`src/rtl/scan_mux_reg_pkg.sv`:
```
// Shared types, defaults and helpers for the scan_mux_reg sampler.
package mux_pkg;

  typedef enum logic [0:0] {MANUAL, SCAN} state_e;

  localparam int unsigned DefWidth    = 1;
  localparam int unsigned DefChannels = 4;
  localparam int unsigned DefDwellW   = 8;

  // Ceiling log2, usable in constant expressions.
  function automatic int unsigned clog2(input int unsigned n);
    int unsigned r;
    r = 0;
    for (int unsigned i = 0; i < 32; i++) begin
      if ((64'd1 << i) < 64'(n)) r = i + 1;
    end
    return r;
  endfunction

endpackage

```
`src/rtl/scan_mux_reg_if.sv`:
```
// Channel bus for scan_mux_reg: select controls and channel words in, registered sample out.
// Optional macro SCAN_MUX_INV_OUT_EN adds the inverted output y_n.
interface scan_mux_if import mux_pkg::*; #(
  parameter int unsigned WIDTH    = DefWidth,
  parameter int unsigned CHANNELS = DefChannels,
  parameter int unsigned DWELL_W  = DefDwellW
);
  localparam int unsigned SEL_W = clog2(CHANNELS);

  logic                      en;
  logic                      mode;
  logic [SEL_W-1:0]          sel;
  logic [DWELL_W-1:0]        dwell;
  logic [CHANNELS*WIDTH-1:0] x;
  logic [WIDTH-1:0]          y;
  logic [SEL_W-1:0]          ch;
  logic                      y_valid;
  logic                      wrap;
`ifdef SCAN_MUX_INV_OUT_EN
  logic [WIDTH-1:0]          y_n;
`endif

  modport master (
    output en, mode, sel, dwell, x,
    input  y, ch, y_valid, wrap
`ifdef SCAN_MUX_INV_OUT_EN
    , input y_n
`endif
  );

  modport slave (
    input  en, mode, sel, dwell, x,
    output y, ch, y_valid, wrap
`ifdef SCAN_MUX_INV_OUT_EN
    , output y_n
`endif
  );

endinterface

```
`src/rtl/scan_mux_reg_scan_ctr.sv`:
```
// Scan pointer with dwell counter and wrap pulse generation.
module scan_ctr import mux_pkg::*; #(
  parameter int unsigned CHANNELS = DefChannels,
  parameter int unsigned DWELL_W  = DefDwellW
) (
  input  logic                        clk,
  input  logic                        clrn,
  input  logic                        en,
  input  logic                        mode,
  input  logic [clog2(CHANNELS)-1:0]  load_sel,
  input  logic [DWELL_W-1:0]          dwell,
  output logic [clog2(CHANNELS)-1:0]  pointer,
  output logic                        wrap
);
  localparam int unsigned SEL_W = clog2(CHANNELS);
  localparam logic [SEL_W-1:0] LastCh = SEL_W'(CHANNELS - 1);

  logic [DWELL_W-1:0] count_q;
  logic [SEL_W-1:0]   ptr_q;
  logic               wrap_q;

  // Manual mode preloads the pointer; scan mode advances it after dwell+1 enabled edges.
  always_ff @(posedge clk or negedge clrn) begin
    if (!clrn) begin
      count_q <= '0;
      ptr_q   <= '0;
      wrap_q  <= 1'b0;
    end else if (!en) begin
      wrap_q  <= 1'b0;
    end else if (!mode) begin
      count_q <= '0;
      ptr_q   <= load_sel;
      wrap_q  <= 1'b0;
    end else if (count_q >= dwell) begin
      // A counter already past a newly lowered dwell counts as expired.
      count_q <= '0;
      wrap_q  <= (ptr_q == LastCh);
      ptr_q   <= (ptr_q == LastCh) ? '0 : ptr_q + SEL_W'(1);
    end else begin
      count_q <= count_q + DWELL_W'(1);
      wrap_q  <= 1'b0;
    end
  end

  assign pointer = ptr_q;
  assign wrap    = wrap_q;

endmodule

```
`src/rtl/scan_mux_reg.sv`:
```
// Registered N:1 channel sampler with manual or auto-scan selection.
// Optional macro SCAN_MUX_INV_OUT_EN adds y_n = ~y from the same register.
module scan_mux_reg import mux_pkg::*; #(
  parameter int unsigned WIDTH    = DefWidth,
  parameter int unsigned CHANNELS = DefChannels,
  parameter int unsigned DWELL_W  = DefDwellW
) (
  input logic       clk,
  input logic       clrn,
  scan_mux_if.slave bus
);
  localparam int unsigned SEL_W = clog2(CHANNELS);

  logic             sel_legal;
  logic [SEL_W-1:0] load_sel;
  logic [SEL_W-1:0] pointer;
  logic [WIDTH-1:0] man_word;
  logic [WIDTH-1:0] scan_word;
  state_e           state_q;
  state_e           state_d;
  logic [WIDTH-1:0] y_q;
  logic [SEL_W-1:0] ch_q;
  logic             y_valid_q;

  assign sel_legal = 32'(bus.sel) < CHANNELS;
  // Illegal manual selections park the scan pointer on channel 0.
  assign load_sel  = sel_legal ? bus.sel : '0;
  assign state_d   = bus.en ? (bus.mode ? SCAN : MANUAL) : state_q;

  scan_ctr #(
    .CHANNELS (CHANNELS),
    .DWELL_W  (DWELL_W)
  ) u_scan_ctr (
    .clk      (clk),
    .clrn     (clrn),
    .en       (bus.en),
    .mode     (bus.mode),
    .load_sel (load_sel),
    .dwell    (bus.dwell),
    .pointer  (pointer),
    .wrap     (bus.wrap)
  );

  // Pick the manual and scan candidate words; out-of-range indices yield zero.
  always_comb begin
    man_word  = '0;
    scan_word = '0;
    for (int unsigned k = 0; k < CHANNELS; k++) begin
      if (32'(bus.sel) == k) man_word  = bus.x[k*WIDTH +: WIDTH];
      if (32'(pointer) == k) scan_word = bus.x[k*WIDTH +: WIDTH];
    end
  end

  // State and output register; y_valid marks a fresh sample taken on an enabled edge.
  always_ff @(posedge clk or negedge clrn) begin
    if (!clrn) begin
      state_q   <= MANUAL;
      y_q       <= '0;
      ch_q      <= '0;
      y_valid_q <= 1'b0;
    end else begin
      state_q   <= state_d;
      y_valid_q <= 1'b0;
      if (bus.en) begin
        unique case (state_d)
          SCAN: begin
            y_q       <= scan_word;
            ch_q      <= pointer;
            y_valid_q <= 1'b1;
          end
          MANUAL: begin
            y_q       <= man_word;
            ch_q      <= bus.sel;
            y_valid_q <= sel_legal;
          end
        endcase
      end
    end
  end

  assign bus.y       = y_q;
  assign bus.ch      = ch_q;
  assign bus.y_valid = y_valid_q;
`ifdef SCAN_MUX_INV_OUT_EN
  assign bus.y_n     = ~y_q;
`endif

endmodule

```
`src/flat_wrapper.sv`:
```
// flat-port wrapper written by rule: the top's interface ports become plain ports
module scan_mux_reg_flat import mux_pkg::*;
#(
  parameter int unsigned WIDTH    = DefWidth,
  parameter int unsigned CHANNELS = DefChannels,
  parameter int unsigned DWELL_W  = DefDwellW
)
  (clk, clrn, bus_en, bus_mode, bus_sel, bus_dwell, bus_x, bus_y, bus_ch, bus_y_valid, bus_wrap);
  scan_mux_if #(.WIDTH(WIDTH), .CHANNELS(CHANNELS), .DWELL_W(DWELL_W)) bus_i ();
  input logic clk;
  input logic clrn;
  input wire logic [$bits(bus_i.en)-1:0] bus_en;
  input wire logic [$bits(bus_i.mode)-1:0] bus_mode;
  input wire logic [$bits(bus_i.sel)-1:0] bus_sel;
  input wire logic [$bits(bus_i.dwell)-1:0] bus_dwell;
  input wire logic [$bits(bus_i.x)-1:0] bus_x;
  output wire logic [$bits(bus_i.y)-1:0] bus_y;
  output wire logic [$bits(bus_i.ch)-1:0] bus_ch;
  output wire logic [$bits(bus_i.y_valid)-1:0] bus_y_valid;
  output wire logic [$bits(bus_i.wrap)-1:0] bus_wrap;
  assign bus_i.en = bus_en;
  assign bus_i.mode = bus_mode;
  assign bus_i.sel = bus_sel;
  assign bus_i.dwell = bus_dwell;
  assign bus_i.x = bus_x;
  assign bus_y = bus_i.y;
  assign bus_ch = bus_i.ch;
  assign bus_y_valid = bus_i.y_valid;
  assign bus_wrap = bus_i.wrap;
  scan_mux_reg #(.WIDTH(WIDTH), .CHANNELS(CHANNELS), .DWELL_W(DWELL_W)) u_core (.clk(clk), .clrn(clrn), .bus(bus_i));
endmodule
```
`config.mk`:
```
export PLATFORM = sky130hd
export DESIGN_NAME = scan_mux_reg_flat
export DESIGN_NICKNAME = d
export VERILOG_FILES = /design/src/rtl/scan_mux_reg_pkg.sv /design/src/rtl/scan_mux_reg_if.sv /design/src/rtl/scan_mux_reg_scan_ctr.sv /design/src/rtl/scan_mux_reg.sv /design/src/flat_wrapper.sv
export SDC_FILE = /design/constraint.sdc
export NUM_CORES = 1
export LEC_CHECK = 0
export ABC_AREA = 0
export BUFFER_PORTS_ARGS = -buffer_cell sky130_fd_sc_hd__buf_2
export CAP_MARGIN = 20
export CORE_MARGIN = 1
export CORE_UTILIZATION = 25
export DETAILED_ROUTE_END_ITERATION = 6
export GPL_ROUTABILITY_DRIVEN = 0
export PLACE_DENSITY = 0.43
export SYNTH_ARGS = -nofsm -noshare
export SYNTH_HDL_FRONTEND = slang
export SYNTH_SLANG_ARGS = --single-unit
```
`constraint.sdc`:
```
create_clock -name clk -period 5.25 [get_ports clk]
set_input_delay 0.2625 -clock clk [delete_from_list [all_inputs] [get_ports clk]]
set_output_delay 0.2625 -clock clk [all_outputs]
set_load 0.01 [all_outputs]
```
# Word-level counts from Yosys, hierarchy flattened
# Cells that the tools add are included.
dict set report totals {
  reg_bits 16
  input_bits 18
  output_inout_bits 5
  word_cells 42
}
dict set report op_classes {
  add_sub_neg 2
  n_lt_le_gt_ge 1
  eq_ne 7
  mux 21
  bitwise 1
  n_reduce_logical 3
}
# op count
set op_table {}
lappend op_table {{8-bit 2-to-1 mux} 2}
lappend op_table {{1-bit 2-to-1 mux} 14}
lappend op_table {{8-bit by 1-bit adder with 8-bit output (second input constant)} 1}
lappend op_table {{2-bit == test (second input constant)} 4}
lappend op_table {{8-bit greater-or-equal comparator} 1}
lappend op_table {{2-bit 2-to-1 mux} 3}
lappend op_table {{2-bit by 1-bit == test with 1-bit output (second input constant)} 2}
lappend op_table {{2-bit zero test} 2}
lappend op_table {{2-bit one-hot mux with 2 select lines} 1}
lappend op_table {{2-bit by 1-bit adder with 2-bit output (second input constant)} 1}
lappend op_table {{2-bit by 1-bit inequality test with 1-bit output (second input constant)} 1}
lappend op_table {{1-bit one-hot mux with 2 select lines} 1}
lappend op_table {{2-bit AND reduction} 1}
lappend op_table {{1-bit NOT} 1}

# Logic depth before layout (Yosys ltp)
dict set report logic_depth {
  depth_word 6
  mapped_depth 8
  depth_no_buf 7
}

# By module
# A second synthesis with hierarchy kept.
dict set report unflattened {
  hier_cells 96
  hier_area_um2 1058.5
}
# module n_inst cells_each area_each_um2 seq_area_each_um2
set by_module_without_submodules {}
lappend by_module_without_submodules {scan_ctr 1 81 849.6 275.3}
lappend by_module_without_submodules {scan_mux_reg 1 15 209.0 100.1}

# Worst setup path before layout
# No wires, ideal clock.
dict set report synth_timing {
  path_kind {register to register}
  startpoint {register u_core.u_scan_ctr.count_q[6]}
  endpoint {register u_core.u_scan_ctr.ptr_q[1], in the netlist u_core.u_scan_ctr.pointer[1]}
  setup_ps 123
  arrival_ps 1647
  required_time_ps 5127
  setup_slack_ps 3480
  path_stages_with_launch 8
  path_buffers 1
  period_less_slack_ps 1770
  path_cell_list {dfrtp_1 ha_1 a21o_1 a21oi_2 and2_1 buf_2 a21oi_4 o221a_2}
}
dict set report synth_between {
  elab_chain_len 3
}
# item line_no
set synth_lines {}
lappend synth_lines {{start, declared} scan_mux_reg_scan_ctr.sv:18} ;# logic [DWELL_W-1:0] count_q;
lappend synth_lines {{start signal, assigned} scan_mux_reg_scan_ctr.sv:40} ;# count_q <= count_q + DWELL_W'(1);
lappend synth_lines {{8-bit greater-or-equal comparator} scan_mux_reg_scan_ctr.sv:34} ;# end else if (count_q >= dwell) begin
lappend synth_lines {{2-bit by 1-bit inequality test with 1-bit output (no line)} --}
lappend synth_lines {{2-bit AND reduction (no line)} --}
lappend synth_lines {{end signal, assigned} scan_mux_reg_scan_ctr.sv:32} ;# ptr_q <= load_sel;
lappend synth_lines {{end signal, assigned} scan_mux_reg_scan_ctr.sv:38} ;# ptr_q <= (ptr_q == LastCh) ? '0 : ptr_q + SEL_W'(1);
lappend synth_lines {{end, declared} scan_mux_reg_scan_ctr.sv:19} ;# logic [SEL_W-1:0] ptr_q;
# Every way passes these cells.
# A chain may end at the register's enable or synchronous reset.

# Final worst setup path
# Same ends and word-level chain as after synthesis.

==> impl_metrics.ini <==
[setup_path]
slowest_stage = dfrtp_1
path_max_fanout = 6
crit_family = compound AO/OA/AOI/OAI gates
reg2regPathDepth = 6
rr_endpoint = u_core.u_scan_ctr.pointer[1]
worstPathCellList = ha_1, a21o_1, a21oi_2, and2_1, a21oi_4, o221a_2
startpoint = u_core.u_scan_ctr.count_q[6]
r2r-start = u_core.u_scan_ctr.count_q[6]
max_stage_delay_ps = 400
crit_type = reg2reg
cp-start-kind = register
end_kind = register
crit_buf_inv = 0
critPathArrivalTime_ps = 2060
required_ps = 5380
r2r_setup_slack_ps = 3310

[clocking]
cts_resized = 0
cts_max_level = 1
clk_latency_ps = 240
clk_pin_slew_ps = 60
postCtsSetupBuffers = 0
cts_buffers = 3
cts_num_sinks = 15
max-clock-path-buffers = 2
root_buffer = clkbuf_8
tritoncts = yes

[power_and_ir_drop]
leakagePower_nw = 0.632
power.density_cell_area_mw_per_mm2 = 234
vdd_ir_drop_max_v = 0.0000670

[global_routing]
use_met2_pct = 17.9
grt-busiest-layer = met2
grtUsageMet3_pct = 2.57
grt_util_met1_pct = 14.1
antenna_found_initial = 0
grt_max_degree = 19
grt_pass1_wl_mm = 3.68
first_global_vias = 836
global_route.overflow_total = 0
grt.total_usage_pct = 11.0

[timing]
finalSetupViolations = 0
hold_viol = 0
fin_setup_tns_ps = 0
drv_slew = 0
rsz0062_at_grt = no
worst_pin_slew_ps = 365
fmax_mhz = 517
slew_headroom_pct = 75.7
post-route-period-util_pct = 36.9
min_period_ps = 1940
fin_skew_ps = 4.48

[routing]
drtIter0Drc = 22
drtPass1Iterations = 4
num_vias = 865
wirelength_mm = 2.21
viasPerCell = 4.63
drc_errors = 0
drtAntennaViolNets = 0
drt-wirelength-per-cell_um = 11.8

[run]
cap_violations = 0

[logic_synthesis]
ys_seq_elements = 15
async_flop_share_pct = 100
synthDistinctLibCells = 35
yosysSeqAreaShare_pct = 35.5
synthTopCellsByArea = dfrtp_1 (36%), ha_1 (15%), inv_1 (6.0%), nor2_1 (3.6%), nand3_1 (3.3%)
syn_nets = 145
netlist.area_leader.share_pct = 35.5
synth_top_area_cell = dfrtp_1
syn-mean-instance-area_um2 = 9.27
yosys_warnings = 0
synth_edf_count = 0
synth_ff_type = dfrtp_1
synthesis.area_mm2 = 0.00106
synthCells = 114

[finish]
final_cell_mix = buf_2 (22), inv_1 (17), dfrtp_1 (15), ha_1 (13), nor2_1 (10)
syn_to_final_growth_pct = 20.0
utilization_pct = 31.5
final_layout_size_suffix_gt1_share_pct = 25.5
fin_nets = 169
layout_commonest_cell = buf_2
num-fill-cells = 440
diodes = 0

[min_path]
hold_path_end = u_core.bus.y_valid
whs_path_depth = 1
hold_start = bus_en
hold_path_class = in2reg

[place]
hpwl_mm = 1.72
io_buffers = 22

[die]
die_area_mm2 = 0.00449
core_area_mm2 = 0.00403
die_w_um = 67.0
rows = 23
start_util_pct = 26.2
dieHeight_um = 67.0
pin_count = 23

[run_status]
status = completed
worst max path at each step:
stage                                        end  slack, ps  depth (start not counted)
floorplan           u_core.u_scan_ctr.pointer[1]       3480                          7
CTS                 u_core.u_scan_ctr.pointer[1]       3300                          6
global placement    u_core.u_scan_ctr.pointer[1]       3370                          6
global route        u_core.u_scan_ctr.pointer[1]       3210                          6
finish              u_core.u_scan_ctr.pointer[1]       3310                          6
detailed placement  u_core.u_scan_ctr.pointer[1]       3310                          6
area by class of cell:
type | count | area, um2 | area share (%)
clock buffers | 4 | 45.0 | 3.55
inverters | 17 | 63.8 | 5.03
multi-input cells | 78 | 602 | 47.4
flip-flops and latches | 15 | 375 | 29.6
well taps | 50 | 62.6 | 4.93
repair buffers | 23 | 120 | 9.47
power by group:
group	leakage, nW	internal (mW)	switching [mW]	total [mW]
combinational	0.417	0.0322	0.0369	0.0691
sequential	0.192	0.126	0.0108	0.136
clock	0.0228	0.0536	0.0376	0.0912
kinds of logic after synthesis:
logic type	share of synthesized area, %
simple gates	16.6
compound gates	17.6
buf+inv	7.57
flops	35.5
fa+ha+maj	15.4
xor+xnor	3.31
mux	4.02
flip-flops by register name, indices dropped and copies added, names as in the netlist:
| register | cells |
|---|---|
| u_core.u_scan_ctr.wrap | 1 |
| u_core.bus.ch | 2 |
| u_core.u_scan_ctr.pointer | 2 |
| u_core.bus.y_valid | 1 |
| u_core.bus.y | 1 |
| u_core.u_scan_ctr.count_q | 8 |
repair_timing:
| action | CTS | global route |
|---|---|---|
| hold endpoints to repair | 15 | 0 |
| hold buffers | 1 | 0 |
| endpoints found under the setup margin | 0 | 0 |
cell usage after synthesis, types with 2 or more instances:
master    count
nor2_1       10
o221ai_1      2
ha_1         13
nand3_1       7
nor2b_1       2
inv_1        17
clkbuf_1      3
a21oi_1       6
o21ai_0       3
mux2i_1       2
a21oi_2       2
dfrtp_1      15
or3_1         2
nand2_1       7
xnor2_1       2
xor2_1        2
routing by layer:
metal  share of wire, %  vias to the layer above  wire length, um
met2                 46                       27             1010
li1                   -                      441                -
met4                1.1                        0               24
met3                5.2                        4              116
met5                  0                        -                0
met1                 48                      393             1060
worst reg2reg max path, stage by stage (launching register included):
cell and delay (ps):
dfrtp_1 400, ha_1 300, a21o_1 190, a21oi_2 210
and2_1 320, a21oi_4 130, o221a_2 280
metrics by stage:
| step | area [um2] | worst slack, ps | hold WS, ps | power (mW) | cells |
|---|---|---|---|---|---|
| CTS | 1270 | 3300 | 312 | 0.302 | 187 |
| global placement | 1210 | 3370 | 202 | 0.206 | 182 |
| floorplan | 1060 | 3480 | -33.1 | 0.183 | 114 |
| finish | 1270 | 3310 | 311 | 0.297 | 187 |
| global route | 1270 | 3210 | 323 | 0.320 | 187 |
| detailed placement | 1210 | 3310 | 200 | 0.207 | 182 |
(Power assumes the default switching activity.)
